[src/rtl/vtp_xlate_ctrl.sv]
// vtp_xlate_ctrl: round-robin sequencer for the shared virtual-to-physical
// decode tree. It accepts one translation request at a time and holds the
// decoder input for the decoder latency. It then returns the result on a
// valid/ready channel. It also keeps the SCBs frozen while a translation is
// in flight by granting the bitmap updater only from IDLE.
//
//   state | meaning
//   IDLE  | free; the updater wins over requesters, otherwise round-robin accept
//   DEC   | o_dec_vaddr held while the decode tree settles (lat_cnt down-counter)
//   RSP   | response presented until i_rsp_ready
//   UPD   | SCBs owned by the updater until i_upd_done
module vtp_xlate_ctrl #(
  parameter  int BITMAP  = 128,
  parameter  int NREQ    = 4,
  parameter  int DEC_LAT = 1,
  localparam int ADDR_W  = $clog2(BITMAP),
  localparam int ID_W    = $clog2(NREQ)
) (
  input  logic                     clk,
  input  logic                     rst,
  input  logic [NREQ-1:0]          i_req_valid,
  input  logic [NREQ*ADDR_W-1:0]   i_req_vaddr,
  output logic [NREQ-1:0]          o_req_ready,
  output logic                     o_rsp_valid,
  output logic [ID_W-1:0]          o_rsp_id,
  output logic [ADDR_W-1:0]        o_rsp_paddr,
  output logic                     o_rsp_fault,
  input  logic                     i_rsp_ready,
  output logic [ADDR_W-1:0]        o_dec_vaddr,
  input  logic [ADDR_W-1:0]        i_dec_paddr,
  input  logic                     i_dec_fault,
  input  logic                     i_upd_req,
  output logic                     o_upd_gnt,
  input  logic                     i_upd_done
);

  localparam int LAT_W = (DEC_LAT > 1) ? $clog2(DEC_LAT) : 1;

  typedef enum logic [1:0] {IDLE, DEC, RSP, UPD} state_t;

  state_t              state_q;
  logic [ID_W-1:0]     last_gnt_q;
  logic [LAT_W-1:0]    lat_cnt_q;
  logic [ADDR_W-1:0]   dec_vaddr_q;
  logic [ID_W-1:0]     rsp_id_q;
  logic [ADDR_W-1:0]   rsp_paddr_q;
  logic                rsp_fault_q;
  logic                rsp_valid_q;
  logic                upd_gnt_q;

  logic                win_found;
  logic [ID_W-1:0]     win_idx;
  logic [ID_W-1:0]     cand;
  logic [ADDR_W-1:0]   win_vaddr;
  logic                accept;

  // Round-robin search starting one past the last granted requester.
  always_comb begin
    win_found = 1'b0;
    win_idx   = '0;
    cand      = last_gnt_q;
    for (int k = 0; k < NREQ; k++) begin
      cand = (cand == ID_W'(NREQ - 1)) ? '0 : cand + ID_W'(1);
      if (!win_found && i_req_valid[cand]) begin
        win_found = 1'b1;
        win_idx   = cand;
      end
    end
  end

  // Accept decision and the winner's address; ready is suppressed during reset
  // so that no request is lost to a handshake the controller then discards.
  always_comb begin
    accept    = (state_q == IDLE) && !rst && !i_upd_req && win_found;
    win_vaddr = '0;
    for (int r = 0; r < NREQ; r++) begin
      if (win_idx == ID_W'(r)) win_vaddr = i_req_vaddr[r*ADDR_W +: ADDR_W];
      o_req_ready[r] = accept && (win_idx == ID_W'(r));
    end
  end

  // Sequencer: arbitration, decoder hold, response hand-off and update interlock.
  always_ff @(posedge clk) begin
    if (rst) begin
      state_q     <= IDLE;
      last_gnt_q  <= ID_W'(NREQ - 1);
      lat_cnt_q   <= '0;
      dec_vaddr_q <= '0;
      rsp_id_q    <= '0;
      rsp_paddr_q <= '0;
      rsp_fault_q <= 1'b0;
      rsp_valid_q <= 1'b0;
      upd_gnt_q   <= 1'b0;
    end else begin
      case (state_q)
        IDLE: begin
          if (i_upd_req) begin
            state_q   <= UPD;
            upd_gnt_q <= 1'b1;
          end else if (accept) begin
            state_q     <= DEC;
            dec_vaddr_q <= win_vaddr;
            rsp_id_q    <= win_idx;
            last_gnt_q  <= win_idx;
            lat_cnt_q   <= LAT_W'(DEC_LAT - 1);
          end
        end
        DEC: begin
          if (lat_cnt_q == '0) begin
            rsp_paddr_q <= i_dec_paddr;
            rsp_fault_q <= i_dec_fault;
            rsp_valid_q <= 1'b1;
            state_q     <= RSP;
          end else begin
            lat_cnt_q <= lat_cnt_q - LAT_W'(1);
          end
        end
        RSP: begin
          if (i_rsp_ready) begin
            rsp_valid_q <= 1'b0;
            state_q     <= IDLE;
          end
        end
        UPD: begin
          if (i_upd_done) begin
            upd_gnt_q <= 1'b0;
            state_q   <= IDLE;
          end
        end
        default: state_q <= IDLE;
      endcase
    end
  end

  assign o_rsp_valid = rsp_valid_q;
  assign o_rsp_id    = rsp_id_q;
  assign o_rsp_paddr = rsp_paddr_q;
  assign o_rsp_fault = rsp_fault_q;
  assign o_dec_vaddr = dec_vaddr_q;
  assign o_upd_gnt   = upd_gnt_q;

endmodule
[config.mk]
export PLATFORM = sky130hd
export DESIGN_NAME = vtp_xlate_ctrl
export DESIGN_NICKNAME = d
export VERILOG_FILES = /design/src/rtl/vtp_xlate_ctrl.sv
export SDC_FILE = /design/constraint.sdc
export NUM_CORES = 1
export LEC_CHECK = 0
export CORE_MARGIN = 1.5
export CORE_UTILIZATION = 34
export CTS_BUF_LIST = sky130_fd_sc_hd__clkbuf_16
export DETAILED_ROUTE_END_ITERATION = 8
export PLACE_DENSITY = 0.87
export SLEW_MARGIN = 20
export SYNTH_ARGS = -nofsm -noshare
export SYNTH_HDL_FRONTEND = slang
export SYNTH_SLANG_ARGS = --single-unit
export TNS_END_PERCENT = 100
[constraint.sdc]
create_clock -name clk -period 1.8 [get_ports clk]
set_input_delay 0.27 -clock clk [delete_from_list [all_inputs] [get_ports clk]]
set_output_delay 0.27 -clock clk [all_outputs]
set_load 0.1 [all_outputs]
==> run summary <==
The tools report the starting density of the core as 0.355. The leading cell type in the layout, fill and taps excluded was buf_4. The top cell types in the final layout, fill and taps aside, are buf_4, clkdlybuf4s50_1, dfxtp_1, mux2i_1, nor2_1. Counting stages on the worst path, the most repeated cell is nor2_4. The logs give 0 for the aggregate global routing overflow and -1.05 ns for the final setup TNS. The maximum frequency from static timing analysis is 493 MHz.

The number of global-route vias before repair is 1301. For the total half-perimeter wirelength after legalization and detailed placement, the log shows 2720 µm. The pin slew with the least headroom to its limit came out at 0.439 ns. The run gives 0.490 as the combinational fraction of design power. The area growth from synthesis to layout is 96.5%.

The logs give 132 for the post-synthesis cell count and 21 for the placement row count. The net switching fraction of the power was 0.383. The number of buffers and inverters on the critical path is 1. The worst hold path terminates at o_rsp_id[0]$_SDFFE_PP0P_. For this design, the sink count on the clock tree is 23. Worst min-delay path startpoint: o_rsp_id[0]$_SDFFE_PP0P_.

The run finished, with violations left. The checks that failed: setup timing. For the power share of the sequential group, the log shows 0.284. The share of power burned in the clock network was 0.226. The logs give 1.29 mW for the internal power and 0.738 for the placer's final routability congestion estimate.

The post-detailed-route via-to-cell ratio came out at 4.95. In this run the remaining antenna-violating nets after routing total 0. The root buffer cell chosen for the clock tree is clkbuf_16. In the synthesized netlist the dominant register cell turns out to be dfxtp_1.

TritonCTS built the clock tree. The worst setup path is captured at a primary output. In this design, the stage delay of the slowest critical-path cell is 0.39 ns. The initial antenna violation count was 0; the synthesized flop and latch total was 23. For this run, design rule violations remaining after detail routing come to 0. For this design the total switching power over the nets is 0.799 mW. Walking the worst path, the cells encountered are or2_4 > or3_4 > nor2_4 > nand2b_4 > nor2_4 > buf_12. Setup repair after global routing could not meet its margin everywhere.

Between clock sinks in the finished design, the worst skew comes to 0.00485 ns. The tools report the count of unique library cells instantiated by Yosys as 34. At the placement stage, the worst setup path has a slack of -0.486 ns. Total number of yosys warnings: 0. The tools report the relative slew slack as 0.705. The floorplan step defined a die boundary enclosing 0.00385 mm².

For this design the top-level I/O count stands at 68. Yosys mapped a number of flops with a built-in enable equal to 0. Number of DRC markers after the initial detailed-route iteration: 29.

The classification of the worst-slack hold path was flop to flop. The critical path required time was 1.53 ns; the number of iterations in the first detailed-routing pass was 4. The async set-reset flop share out of synthesis came out at 0. STA classifies the critical path startpoint as a flop.

For the sequential-to-total area share from yosys stat, the log shows 0.388. The endpoint of the worst register-to-register path was o_dec_vaddr[6]$_SDFFE_PP0P_. The power per standard cell area is 895 mW/mm², and the net count after synthesis is 178.

The critical path is of the flop to primary output type. The clock period minus final worst setup slack works out to 2.03 ns. Netlist area before placement: 0.00119 mm². Total of hold buffers inserted after clock tree synthesis: 0. The total inserted antenna cells is 0. The dominant delay contributor by cell family on the critical path is simple AND/OR/NAND/NOR gates. The final-report hold violation count was 0. The logs give 1346 for the via count and 3 for the number of buffers inserted during clock tree synthesis. The maximum number of buffers from clock root to sink was 2; the mean routed wirelength per cell was 13.4 µm. The logs give 273 for the filler cell count and -0.230 ns for the final critical-path setup slack.

The fraction of layout cells with a size suffix above 1 is 0.376. Synthesized area per cell: 8.99 µm². The die is 62.1 µm wide. The setup check on the worst reg-to-reg path leaves a slack of -0.05 ns. The worst hold path was traced through 2 stages. For the final max-slew violation count, the log shows 0. The startpoint identified for the worst register-to-register timing path is last_gnt_q[0]$_SDFFE_PP1P_. Clock-pin slew was measured on the worst setup and hold paths at 0.06 ns. The master of the slowest instance on the critical path was or3_4.

The die is 62.1 µm tall. After the last flow step, the layout net total stands at 273. Setup violations remaining at the end of the flow were counted as 11. Number of buffers added on ports: 67. The core region is 0.00334 mm².

The total wire length was 3640 µm. The wire length of the first global-routing pass is 5630 µm, and the core occupancy in the finished layout is 0.699. VDD sags by at most 539 µV. The latest clock arrival within the worst-skew pair was 0.25 ns; the arrival time at the worst endpoint was 1.76 ns. The total global-route track usage is 0.196. The tools report the maximum level of the CTS H-tree as 1. The period utilization was 1.13; the static leakage was 0.968 nW.

The maximum number of pins on one net before global-route repair was 25; the highest fanout seen on the critical path was 3. The path depth of the worst reg2reg path came out at 7. The number of violations of the max-capacitance limit came out at 0.
## power groups by stage
stage | combinational (mW) | clock, mW | sequential (mW)
detailed placement | 0.947 | 0 | 0.601
CTS | 1.00 | 0.473 | 0.592
finish | 1.02 | 0.472 | 0.593
global placement | 0.937 | 0 | 0.599
global route | 1.07 | 0.500 | 0.598
floorplan | 0.324 | 0 | 0.891
## area by class of cell
| type | count | area (µm²) | area share |
|---|---|---|---|
| repair buffers | 96 | 907 | 0.389 |
| multi-input cells | 99 | 807 | 0.346 |
| flip-flops and latches | 23 | 464 | 0.199 |
| clock buffers | 3 | 75.1 | 0.0322 |
| well taps | 46 | 57.6 | 0.0247 |
| inverters | 4 | 15.0 | 0.00644 |
| clock inverters | 1 | 5.00 | 0.00215 |
## worst min-delay path: stages (launching register included)
cell and delay [ns]:
dfxtp_1 0.31, nand2_1 0.05, a21oi_1 0.05
## flip-flops by register name, indices dropped and copies added (netlist names)
| register | count |
|---|---|
| last_gnt_q | 2 |
| o_dec_vaddr | 7 |
| o_rsp_fault | 1 |
| o_rsp_id | 2 |
| o_rsp_paddr | 7 |
| o_rsp_valid | 1 |
| o_upd_gnt | 1 |
| state_q | 2 |
## per-stage QoR
| step | instances | area [µm²] | power (mW) | hold slack (ns) |
|---|---|---|---|---|
| after global placement | 261 | 2130 | 1.54 | 0.444 |
| after floorplan | 132 | 1260 | 1.21 | 0.390 |
| after CTS | 271 | 2290 | 2.07 | 0.457 |
| final | 272 | 2330 | 2.09 | 0.458 |
| after detailed placement | 261 | 2130 | 1.55 | 0.449 |
| after global routing | 272 | 2330 | 2.17 | 0.470 |
## synthesized netlist by cell type (2+ instances only)
library cell  number  area [µm²]
dfxtp_1           23         460
inv_1              4        15.0
mux2i_1           20         200
nand3b_1           6        45.0
a21oi_1           10        50.1
clkbuf_1           3        11.3
o21ai_2            2        17.5
buf_2              2        10.0
o22ai_1            2        12.5
nand2b_1           2        12.5
o221ai_1           6        52.6
nor2b_1            2        12.5
nor3_1             3        15.0
nor2_1            17        63.8
nand2_1           11        41.3
## kinds of logic (layout without fill, tap and decap cells)
family / after synthesis / count (layout) / synth area share
compound gates: 31 / 31 / 0.198
mux: 20 / 20 / 0.169
buf+inv: 10 / 104 / 0.0401
flops: 23 / 23 / 0.388
simple gates: 47 / 47 / 0.194
fa+ha+maj: 1 / 1 / 0.0105
## worst max path at each step
stage | startpoint | to | slack [ns] | depth (start not counted)
final | state_q[1]$_SDFFE_PP0P_ | o_req_ready[2] | -0.23 | 6
after CTS | last_gnt_q[0]$_SDFFE_PP1P_ | o_req_ready[0] | -0.29 | 6
after floorplan | last_gnt_q[0]$_SDFFE_PP1P_ | o_req_ready[1] | -0.35 | 7
after detailed placement | i_upd_req | o_req_ready[0] | -0.49 | 7
after global routing | last_gnt_q[0]$_SDFFE_PP1P_ | o_req_ready[0] | -0.29 | 6
after global placement | i_upd_req | o_req_ready[0] | -0.45 | 7
## routing by layer
| layer | vias up | part of all wire | track usage |
|---|---|---|---|
| li1 | 668 | - | - |
| met1 | 626 | 0.39 | 0.222 |
| met2 | 46 | 0.55 | 0.353 |
| met3 | 6 | 0.049 | 0.0373 |
| met4 | 0 | 0.016 | 0.0881 |
| met5 | - | 0 | 0 |
## timing repair
item                       4_1_cts  5_1_grt
setup endpoints to repair       11       14
buffers inserted                 7        2
resized for setup               15       10
pin swaps                       15        6
Note: power is estimated with default switching activity, not from simulation.
